$ cat src/rtl/game_pkg.sv
// Shared game-level types and constants used by the timer, score, display and control blocks.
package game_pkg;

  typedef enum logic [1:0] {
    IDLE    = 2'd0,
    PLAYING = 2'd1,
    PAUSED  = 2'd2,
    DONE    = 2'd3
  } game_state_t;

  localparam int unsigned GAME_CLK_FREQ    = 50000000;
  localparam int unsigned GAME_MAX_SECONDS = 1800;

endpackage

$ cat src/rtl/second_prescaler.sv
// Divides the system clock down to a one-per-second terminal pulse; holds its count while disabled.
module second_prescaler
  import game_pkg::*;
#(
  parameter int unsigned CLK_FREQ = GAME_CLK_FREQ
) (
  input  logic clk,
  input  logic rst,
  input  logic en,
  input  logic clr,
  output logic terminal
);

  localparam int unsigned     CNT_W = (CLK_FREQ > 1) ? $clog2(CLK_FREQ) : 1;
  localparam logic [CNT_W-1:0] TERM = CNT_W'(CLK_FREQ - 1);

  logic [CNT_W-1:0] count;

  assign terminal = en && (count == TERM);

  always_ff @(posedge clk or posedge rst) begin
    if (rst) begin
      count <= '0;
    end else if (clr) begin
      count <= '0;
    end else if (en) begin
      if (terminal) count <= '0;
      else          count <= count + 1'b1;
    end
  end

endmodule

$ cat src/rtl/game_timer.sv
// Elapsed-seconds timer and game state sequencer feeding the score and display logic.
module game_timer
  import game_pkg::*;
#(
  parameter int unsigned CLK_FREQ    = GAME_CLK_FREQ,
  parameter int unsigned TIMER_W     = 11,
  parameter int unsigned MAX_SECONDS = GAME_MAX_SECONDS
) (
  input  logic               clk,
  input  logic               rst,
  input  logic               start,
  input  logic               pause,
  input  logic               finish,
  input  logic               quit,
  output logic [TIMER_W-1:0] timer,
  output logic               playing_condition,
  output logic               tick,
  output logic               time_up,
  output logic [1:0]         state_o
);

  localparam logic [TIMER_W-1:0] LIMIT = TIMER_W'(MAX_SECONDS);

  game_state_t        state, state_n;
  logic [TIMER_W-1:0] timer_n;
  logic               tick_n, time_up_n;
  logic               presc_en, presc_clr, presc_term;

  // Prescaler only advances on a PLAYING cycle not overridden by a higher-priority event,
  // so a pause or finish edge keeps the partial second and discards a coincident terminal.
  assign presc_en  = (state == PLAYING) && !pause && !finish && !quit;
  assign presc_clr = quit || (start && ((state == IDLE) || (state == DONE)));

  second_prescaler #(.CLK_FREQ(CLK_FREQ)) u_prescaler (
    .clk      (clk),
    .rst      (rst),
    .en       (presc_en),
    .clr      (presc_clr),
    .terminal (presc_term)
  );

  always_comb begin
    state_n   = state;
    timer_n   = timer;
    tick_n    = 1'b0;
    time_up_n = time_up;
    if (quit) begin
      state_n   = IDLE;
      timer_n   = '0;
      time_up_n = 1'b0;
    end else begin
      case (state)
        IDLE: begin
          if (start) begin
            state_n   = PLAYING;
            timer_n   = '0;
            time_up_n = 1'b0;
          end
        end
        PLAYING: begin
          if (finish) begin
            state_n   = DONE;
            time_up_n = 1'b0;
          end else if (pause) begin
            state_n = PAUSED;
          end else if (presc_term) begin
            timer_n = timer + 1'b1;
            tick_n  = 1'b1;
            if (timer_n == LIMIT) begin
              state_n   = DONE;
              time_up_n = 1'b1;
            end
          end
        end
        PAUSED: begin
          if (finish) begin
            state_n   = DONE;
            time_up_n = 1'b0;
          end else if (!pause) begin
            state_n = PLAYING;
          end
        end
        DONE: begin
          if (start) begin
            state_n   = PLAYING;
            timer_n   = '0;
            time_up_n = 1'b0;
          end
        end
        default: state_n = IDLE;
      endcase
    end
  end

  always_ff @(posedge clk or posedge rst) begin
    if (rst) begin
      state             <= IDLE;
      timer             <= '0;
      tick              <= 1'b0;
      time_up           <= 1'b0;
      playing_condition <= 1'b0;
    end else begin
      state             <= state_n;
      timer             <= timer_n;
      tick              <= tick_n;
      time_up           <= time_up_n;
      playing_condition <= (state_n != IDLE);
    end
  end

  assign state_o = state;

endmodule

$ cat config.mk
export PLATFORM = sky130hd
export DESIGN_NAME = game_timer
export DESIGN_NICKNAME = d
export VERILOG_FILES = /design/src/rtl/game_pkg.sv /design/src/rtl/second_prescaler.sv /design/src/rtl/game_timer.sv
export SDC_FILE = /design/constraint.sdc
export NUM_CORES = 1
export LEC_CHECK = 0
export BUFFER_PORTS_ARGS = -buffer_cell sky130_fd_sc_hd__buf_2
export CAP_MARGIN = 25
export CELL_PAD_IN_SITES_DETAIL_PLACEMENT = 2
export CELL_PAD_IN_SITES_GLOBAL_PLACEMENT = 2
export CORE_ASPECT_RATIO = 1.4
export CORE_MARGIN = 10
export CORE_UTILIZATION = 37
export CTS_BUF_LIST = sky130_fd_sc_hd__clkbuf_8 sky130_fd_sc_hd__clkbuf_16
export DETAILED_ROUTE_END_ITERATION = 16
export PLACE_DENSITY_LB_ADDON = 0.1
export REMOVE_ABC_BUFFERS = 1
export SLEW_MARGIN = 20
export SYNTH_ARGS = -nofsm -noshare
export SYNTH_HDL_FRONTEND = slang
export SYNTH_SLANG_ARGS = --single-unit
$ cat constraint.sdc
create_clock -name clk -period 2.69 [get_ports clk]
set_input_delay 0.269 -clock clk [delete_from_list [all_inputs] [get_ports clk]]
set_output_delay 0.269 -clock clk [all_outputs]
set_load 0.005 [all_outputs]
After elaboration in Yosys (flattened, before gate mapping)
Index checks and enable logic that the tools add are counted.
Word-level totals
  input bits: 6
  flip-flop bits (word level): 42
  bits in read-only memories: 0
  bits in latches: 0
  memories kept: 0
  bits in writable memories: 0
Cells by class
  divide/modulo/power cells: 0
  add/sub/neg operators: 2
  muxes and demuxes: 31
  shifts and indexed selects: 0
  equality and inequality tests: 13
  bitwise gates (word level): 0
  reduce and logical (&&, ||, !) cells: 17
  magnitude comparators: 0
  $mul: 0
Operator list (number)
  $mux 26: 3
  $mux 11: 5
  $add 26x1->26 const B: 1
  $eq 26x26->1 const B: 1
  $pmux 11 s2: 1
  $mux 2: 8
  $mux 1: 12
  $ne 3x3->1 const B: 4
  $add 11x1->11 const B: 1
  $eq 11x11->1 const B: 1
  $reduce_and 5->1: 2
  $ne 4x4->1 const B: 2
  $pmux 2 s3: 1
  $logic_and 1x1->1: 5
  $eq 2x2->1 const B: 2
  $ne 4x3->1 const B: 1
  $reduce_bool 2->1: 2
  $logic_not 1->1: 3
  $ne 3x1->1 const B: 1
  $pmux 1 s3: 1
  $reduce_bool 3->1: 1
  $eq 2x1->1 const B: 1
  $logic_not 2->1: 1
  $logic_or 1x1->1: 2
  $reduce_or 2->1: 1

Depth between registers and ports, before layout
Gate-level depths: netlist (run 1).
  word-level depth: 11
  depth in mapped cells: 10
  gate-level depth less buffers: 8

Cells and area by module
Synthesis (run 1) repeated with hierarchy kept, for this count alone.
Second synthesis, totals
  cells, all modules: 277
  area, all modules: 2507.4 sq um
By module, submodules not included
  second_prescaler: cells an instance 151, area each 1390.1 sq um, instances 1, seq. area each 650.6 sq um
  game_timer: cells an instance 126, area each 1117.3 sq um, instances 1, seq. area each 400.4 sq um

Least setup slack after synthesis (run 1)
Ideal clock, no wire load.
  path kind: register to register
  from: register state[1] (netlist: state_o[1])
  to: register time_up
  buffers on the path: 0
  period minus slack after synthesis: 2.264 ns
  data required time: 2.570 ns
  setup slack: 0.426 ns
  stages on the path, launching flop included: 9
  arrival time: 2.144 ns
  path through: dfrtp_1 inv_1 ha_1 nor4b_2 nand3_2 or3_4 o311ai_1 a21oi_1 a41o_1
Between the ends
  cells in the longest elaborated chain, start to end: 7
  elaborated cells on any way between the ends: 17
RTL lines
  from (decl): line game_timer.sv:24  | game_state_t state, state_n;
  from (signal assigned): line game_timer.sv:103  | state <= state_n;
  $eq 2x1->1: line game_timer.sv:31, game_timer.sv:52
  $logic_and 1x1->1 (3 in series): line game_timer.sv:31  | assign presc_en = (state == PLAYING) && !pause && !finish && !quit;
  $logic_and 1x1->1: line second_prescaler.sv:19  | assign terminal = en && (count == TERM);
  $ne 4x4->1 (no line)
  $reduce_and 5->1 (no line)
  to (signal assigned): line game_timer.sv:106  | time_up <= time_up_n;
  to (decl): line game_timer.sv:18  | output logic time_up,
Several ways; a longest one is shown, not always the timed one.
A chain may end at the register's enable or synchronous reset.

Worst setup path after layout (run 1)
  from: register state[1] (netlist: state_o[1])
  to: register playing_condition
Between the ends
  cells in the longest elaborated chain, start to end: 11
  elaborated cells on any way between the ends: 19
RTL lines
  $eq 2x1->1: line game_timer.sv:31, game_timer.sv:52
  $logic_and 1x1->1 (3 in series): line game_timer.sv:31
  $logic_and 1x1->1: line second_prescaler.sv:19
  $mux 2: line game_timer.sv:66  | end else if (presc_term) begin
  $mux 2: line game_timer.sv:64  | end else if (pause) begin
  $mux 2: line game_timer.sv:61  | if (finish) begin
  $pmux 2 s3 (*): line game_timer.sv:52  | case (state)
  $mux 2 (*): line game_timer.sv:47  | if (quit) begin
  named net state_n[1]: line game_timer.sv:24
  $reduce_bool 2->1 (*): line game_timer.sv:107  | playing_condition <= (state_n != IDLE);
  to (signal assigned): line game_timer.sv:107
  to (decl): line game_timer.sv:16  | output logic playing_condition,
The timed path passes the listed nets; every way through them passes the cells marked *.

==> impl_metrics.py, run 1 <==
metrics = {
    "drt": {
        "drt_first_pass_iters": 4,
        "drt-total-wl_um": 6696,
        "wl_met3_um": 170,
        "drt_iter0_drc": 24,
        "highest_layer": "met4",
        "via_count": 2104,
        "postRouteAntennaNets": 0,
        "wl_per_cell_um": 18.10,
        "met2_wirelength_um": 3726,
        "via_per_inst": 5.686,
        "wl_met1_um": 2673,
        "drc_errors": 0,
    },
    "timing": {
        "fin_worst_skew_ns": 0.007423,
        "hold_viol": 0,
        "tightest_slew_ns": 0.7133,
        "setup_viol": 0,
        "period_share": 0.9105,
        "fin_ws_ns": 0.2407,
        "fmax_mhz": 408.3,
        "rsz0062_at_grt": "no",
        "maxSlewViolCount": 0,
        "setup_tns_ns": 0,
        "min_period_ns": 2.449,
        "timing.slew.headroom": 0.5215,
    },
    "cells_and_area": {
        "nets": 308,
        "design_area_um2": 2771,
        "final_util": 0.4402,
        "syn_to_final_growth_pct": 14.23,
        "seq_area_um2": 1051,
        "layout_commonest_cell": "dfrtp_1",
        "fill_cells": 742,
        "multi_input_area_um2": 1308,
        "insertedDiodeCount": 0,
        "drive_gt1_frac": 0.1678,
        "final_cell_mix": "42 x dfrtp_1, 31 x nor2_1, 22 x nand2_1, 21 x buf_2, 18 x nand3_1",
    },
    "synthesis": {
        "async_flop_share": 1.000,
        "ys_ff_latch": 42,
        "yosysSeqAreaShare": 0.4332,
        "netlist_area_um2": 2426,
        "synthFlopType": "dfrtp_1",
        "synthCells": 269,
        "avgSynthCellArea_um2": 9.019,
        "synth_cell_types": 51,
        "ys_warn_count": 0,
        "synth-edff-count": 0,
    },
    "power_and_ir_drop": {
        "ir_drop_mv": 0.2082,
        "p_leak_nw": 1.212,
        "powerDensity_nw_per_um2": 533.9,
        "p_total_mw": 1.480,
    },
    "clocking": {
        "clkTransAtPathRegs_ns": 0.07,
        "clock_sinks": 42,
        "clk_latency_ns": 0.29,
        "h-tree-depth": 2,
        "clock_path_buffers": 2,
        "cts_tree": "yes",
        "numCtsBuffers": 5,
        "ctsRootBufferMaster": "clkbuf_8",
    },
    "critical_path": {
        "timing.setup.critical_path_class": "reg -> reg",
        "crit_required_ns": 2.92,
        "endpoint_kind": "register",
        "critPathLaunchType": "register",
        "critPathMaxFanout": 6,
        "cp.arrival_ns": 2.68,
    },
    "floorplanning": {
        "dieArea_um2": 10240,
        "die_x_um": 88.44,
        "ios": 22,
        "core_um2": 6296,
        "rows": 34,
        "chipHeight_um": 115.8,
        "start_util": 0.3853,
    },
    "placed_design": {
        "dp_hpwl_um": 5066,
        "dpl_cell_area_um2": 2650,
        "place.port_buffers": 21,
        "routabilityCongestion": 0.7660,
        "dp_worst_setup_slack_ns": 0.1197,
    },
    "status": {
        "status": "finished clean",
    },
    "flow_run": {
        "drv_cap": 0,
    },
    "global_route": {
        "grt_pass1_vias": 2332,
        "gr-total-overflow": 0,
        "grt_pass1_wl_um": 11650,
        "grt_max_degree": 24,
        "antenna_found_initial": 0,
        "grt.total_usage": 0.1432,
    },
    "hold_path": {
        "min_path_type": "in -> reg",
    },
}
## report_power, final
part	switching (mW)	internal, mW	total [mW]
sequential	0.0238	0.653	0.677
clock	0.212	0.203	0.416
combinational	0.231	0.156	0.387
## layer usage
| layer | up-vias | track usage |
|---|---|---|
| met1 | 1069 | 0.1584 |
| met4 | 0 | 0.04108 |
| li1 | 1007 | - |
| met5 | - | 0 |
| met2 | 21 | 0.2676 |
| met3 | 7 | 0.02669 |
## Yosys cell counts, types with 4 or more instances
master     n  area [um2]
and4_1     4       35.03
nor2b_1    8       50.05
o31ai_1    7       52.55
a21oi_1    8       40.04
ha_1       5       62.56
inv_1     11       41.29
o21ai_0   16       80.08
and3_1     5       31.28
xor2_1    15       131.4
nor2_1    31       116.4
nand3_1   18       90.09
nand4_1    5       31.28
clkbuf_1   5       18.77
nand2_1   22       82.58
dfrtp_1   42        1051
buf_2      4       20.02
or3_1      4       25.02
xnor2_1    9       78.83
o21ai_1    4       20.02
nor3_1     4       20.02
## stage by stage
step	hold slack, ns	cells
2_1_floorplan	0.3321	258
3_3_place_gp	0.3250	361
3_5_place_dp	0.3258	361
4_1_cts	0.2491	370
5_1_grt	0.2756	370
6_report	0.2680	370
## flip-flops by register name, indices dropped and copies added (netlist names)
name,count
state_o,2
tick,1
time_up,1
timer,11
u_prescaler.count,26
playing_condition,1
## worst paths after layout
path	to	slack (ns)	depth (start not counted)	from
min in group asynchronous	u_prescaler.count[11]	0.59	3	rst
worst min register to register	timer[10]	0.52	1	timer[10]
max in group asynchronous	playing_condition	1.38	4	rst
worst max-delay path	playing_condition	0.24	8	state_o[1]
worst max register to register	playing_condition	0.24	8	state_o[1]
worst min-delay path	timer[2]	0.27	2	quit
## cell type report
class	instances	share of cell area
clock buffer	6	0.02980
tap	72	0.03251
timing repair buffer	32	0.06862
clock inverter	2	0.003160
sequential	42	0.3792
inverter	11	0.01490
multi-input combinational	205	0.4718
## critical path, stage by stage, from the launching register on
cell and delay, ns:
dfrtp_1 0.43, inv_1 0.12, ha_1 0.29, nor4b_4 0.29
nand3_2 0.13, or3_4 0.40, o41ai_2 0.42, o311a_1 0.21
or2_1 0.09
## cells by family (layout without fill, tap and decap cells)
kind of cell / after synthesis / count (layout) / synth area share
and+or+nand+nor: 124 / 124 / 0.2754
AOI/OAI and AO/OA: 52 / 52 / 0.1429
DFF: 42 / 42 / 0.4332
xor gates and xnor gates: 24 / 24 / 0.08665
buffers and inverters: 22 / 51 / 0.03610
adders and majority gates: 5 / 5 / 0.02579
## repair_timing
item | CTS | global route
hold buffers | 1 | 0
resized for setup | 0 | 3
setup buffers | 0 | 0
hold endpoints to repair | 1 | 0
setup endpoints to repair | 0 | 4
(Power assumes the default switching activity.)
==> run 2: changes to the inputs <==
Settings changed: CORE_ASPECT_RATIO 1.4 to default, GPL_TIMING_DRIVEN from default to 0.
==> impl_metrics.py, run 2 (same netlist as run 1, synthesis figures left out) <==
metrics = {
    "drt": {
        "postRouteAntennaNets": 0,
        "drt-total-wl_um": 6605,
        "via_per_inst": 5.638,
        "drt_iter0_drc": 30,
        "via_count": 2058,
        "drc_errors": 0,
        "wl_met3_um": 176,
        "highest_layer": "met4",
        "drt_first_pass_iters": 4,
        "wl_met1_um": 2897,
        "wl_per_cell_um": 18.10,
        "met2_wirelength_um": 3485,
    },
    "timing": {
        "maxSlewViolCount": 0,
        "timing.slew.headroom": 0.3781,
        "fmax_mhz": 401.4,
        "min_period_ns": 2.491,
        "whs_ns": 0.05372,
        "fin_worst_skew_ns": 0.006574,
        "setup_viol": 0,
        "rsz0062_at_grt": "yes",
        "period_share": 0.9262,
        "setup_tns_ns": 0,
        "hold_viol": 0,
        "tightest_slew_ns": 0.9328,
    },
    "floorplanning": {
        "ios": 22,
        "chipHeight_um": 101.0,
        "start_util": 0.3821,
        "dieArea_um2": 10200,
        "rows": 29,
        "core_um2": 6350,
        "die_x_um": 101.0,
    },
    "power_and_ir_drop": {
        "ir_drop_mv": 0.2826,
        "powerDensity_nw_per_um2": 529.4,
        "p_leak_nw": 1.173,
    },
    "cells_and_area": {
        "insertedDiodeCount": 0,
        "layout_commonest_cell": "dfrtp_1",
        "syn_to_final_growth_pct": 12.17,
        "nets": 299,
        "largest_register_ffs": 26,
        "largest_register": "u_prescaler.count",
        "fill_cells": 726,
        "final_cell_mix": "42 x dfrtp_1, 31 x nor2_1, 21 x nand2_1, 21 x buf_2, 18 x nand3_1",
        "drive_gt1_frac": 0.1493,
    },
    "placed_design": {
        "routabilityCongestion": 0.7322,
        "place.port_buffers": 21,
        "dp_hpwl_um": 4867,
    },
    "clocking": {
        "h-tree-depth": 2,
        "clk_latency_ns": 0.29,
        "ctsRootBufferMaster": "clkbuf_8",
        "clock_sinks": 42,
        "clock_path_buffers": 2,
        "clkTransAtPathRegs_ns": 0.08,
        "cts_tree": "yes",
        "numCtsBuffers": 5,
    },
    "global_route": {
        "gr-total-overflow": 0,
        "grt.total_usage": 0.1372,
        "grt_pass1_vias": 2218,
        "antenna_found_initial": 0,
        "grt_max_degree": 27,
        "grt_pass1_wl_um": 11450,
    },
    "status": {
        "status": "finished clean",
    },
    "critical_path": {
        "crit_required_ns": 2.93,
        "startpoint": "state_o[1]",
        "critPathMaxFanout": 6,
        "critPathLaunchType": "register",
        "timing.setup.critical_path_class": "reg -> reg",
        "endpoint_kind": "register",
        "r2r-start": "state_o[1]",
        "cp.arrival_ns": 2.73,
    },
    "hold_path": {
        "min_path_type": "in -> async",
    },
    "flow_run": {
        "drv_cap": 0,
    },
}
[run 2: cell count changes in the layout (fill, tap and decap cells not counted), sizes merged]
cell	before	now
inv	11	13
buf	31	23
clkinv	2	0
clkbuf	6	5
dlygate4sd3	1	0
[run 2: path summary, 6_finish.rpt]
kind / to / slack [ns] / depth (start not counted)
min in group clk: timer[2] / 0.25 / 2
min: u_prescaler.count[15] / 0.05 / 2
max in group asynchronous: u_prescaler.count[2] / 2.13 / 3
min reg2reg: u_prescaler.count[25] / 0.50 / 1
max: playing_condition / 0.20 / 8
max reg2reg: playing_condition / 0.20 / 8
[run 2: timing repair]
action,4_1_cts,5_1_grt
setup endpoints to repair,27,10
pin swaps,0,0
hold buffers,0,0
setup buffers,0,1
gates resized for setup,2,3
[run 2: stage by stage]
stage | instances | setup slack [ns] | util | instance area (um2) | power [mW]
3_5_place_dp | 357 | -0.09033 | 0.4108 | 2609 | 1.053
6_report | 365 | 0.1987 | 0.4286 | 2721 | 1.441
2_1_floorplan | 258 | 0.3672 | - | 2380 | 0.9260
3_3_place_gp | 356 | -0.03714 | 0.4065 | 2581 | 1.044
4_1_cts | 364 | 0.03062 | 0.4238 | 2691 | 1.457
5_1_grt | 365 | -0.006643 | 0.4286 | 2721 | 1.533
[run 2: where the power goes]
group | switching, mW | internal (mW) | leakage, nW
combinational | 0.232 | 0.140 | 0.543
sequential | 0.0234 | 0.653 | 0.584
clock | 0.220 | 0.172 | 0.0466
total | 0.476 | 0.965 | 1.17
[run 2: worst max-delay path, cell delays in order (launching register included)]
cell and delay (ns):
dfrtp_1 0.43, inv_1 0.12, ha_1 0.30, nor4b_4 0.33, nand3_2 0.14, or3_4 0.42, o41ai_2 0.40, o311a_1 0.20
or2_1 0.10
[run 2: final cells by class]
type | instances | area [um2] | share of cell area
inverters | 11 | 41.29 | 0.01517
clock buffers | 5 | 68.82 | 0.02529
multi-input cells | 205 | 1316 | 0.4837
repair buffers | 23 | 140.1 | 0.05149
flip-flops and latches | 42 | 1051 | 0.3862
clock inverters | 2 | 7.507 | 0.002759
well taps | 77 | 96.34 | 0.03540
[run 2: metal layers]
metal	GRT usage	up-vias
met1	0.1637	1051
li1	-	987
met4	0.03215	0
met5	0	-
met2	0.2432	16
met3	0.03018	4
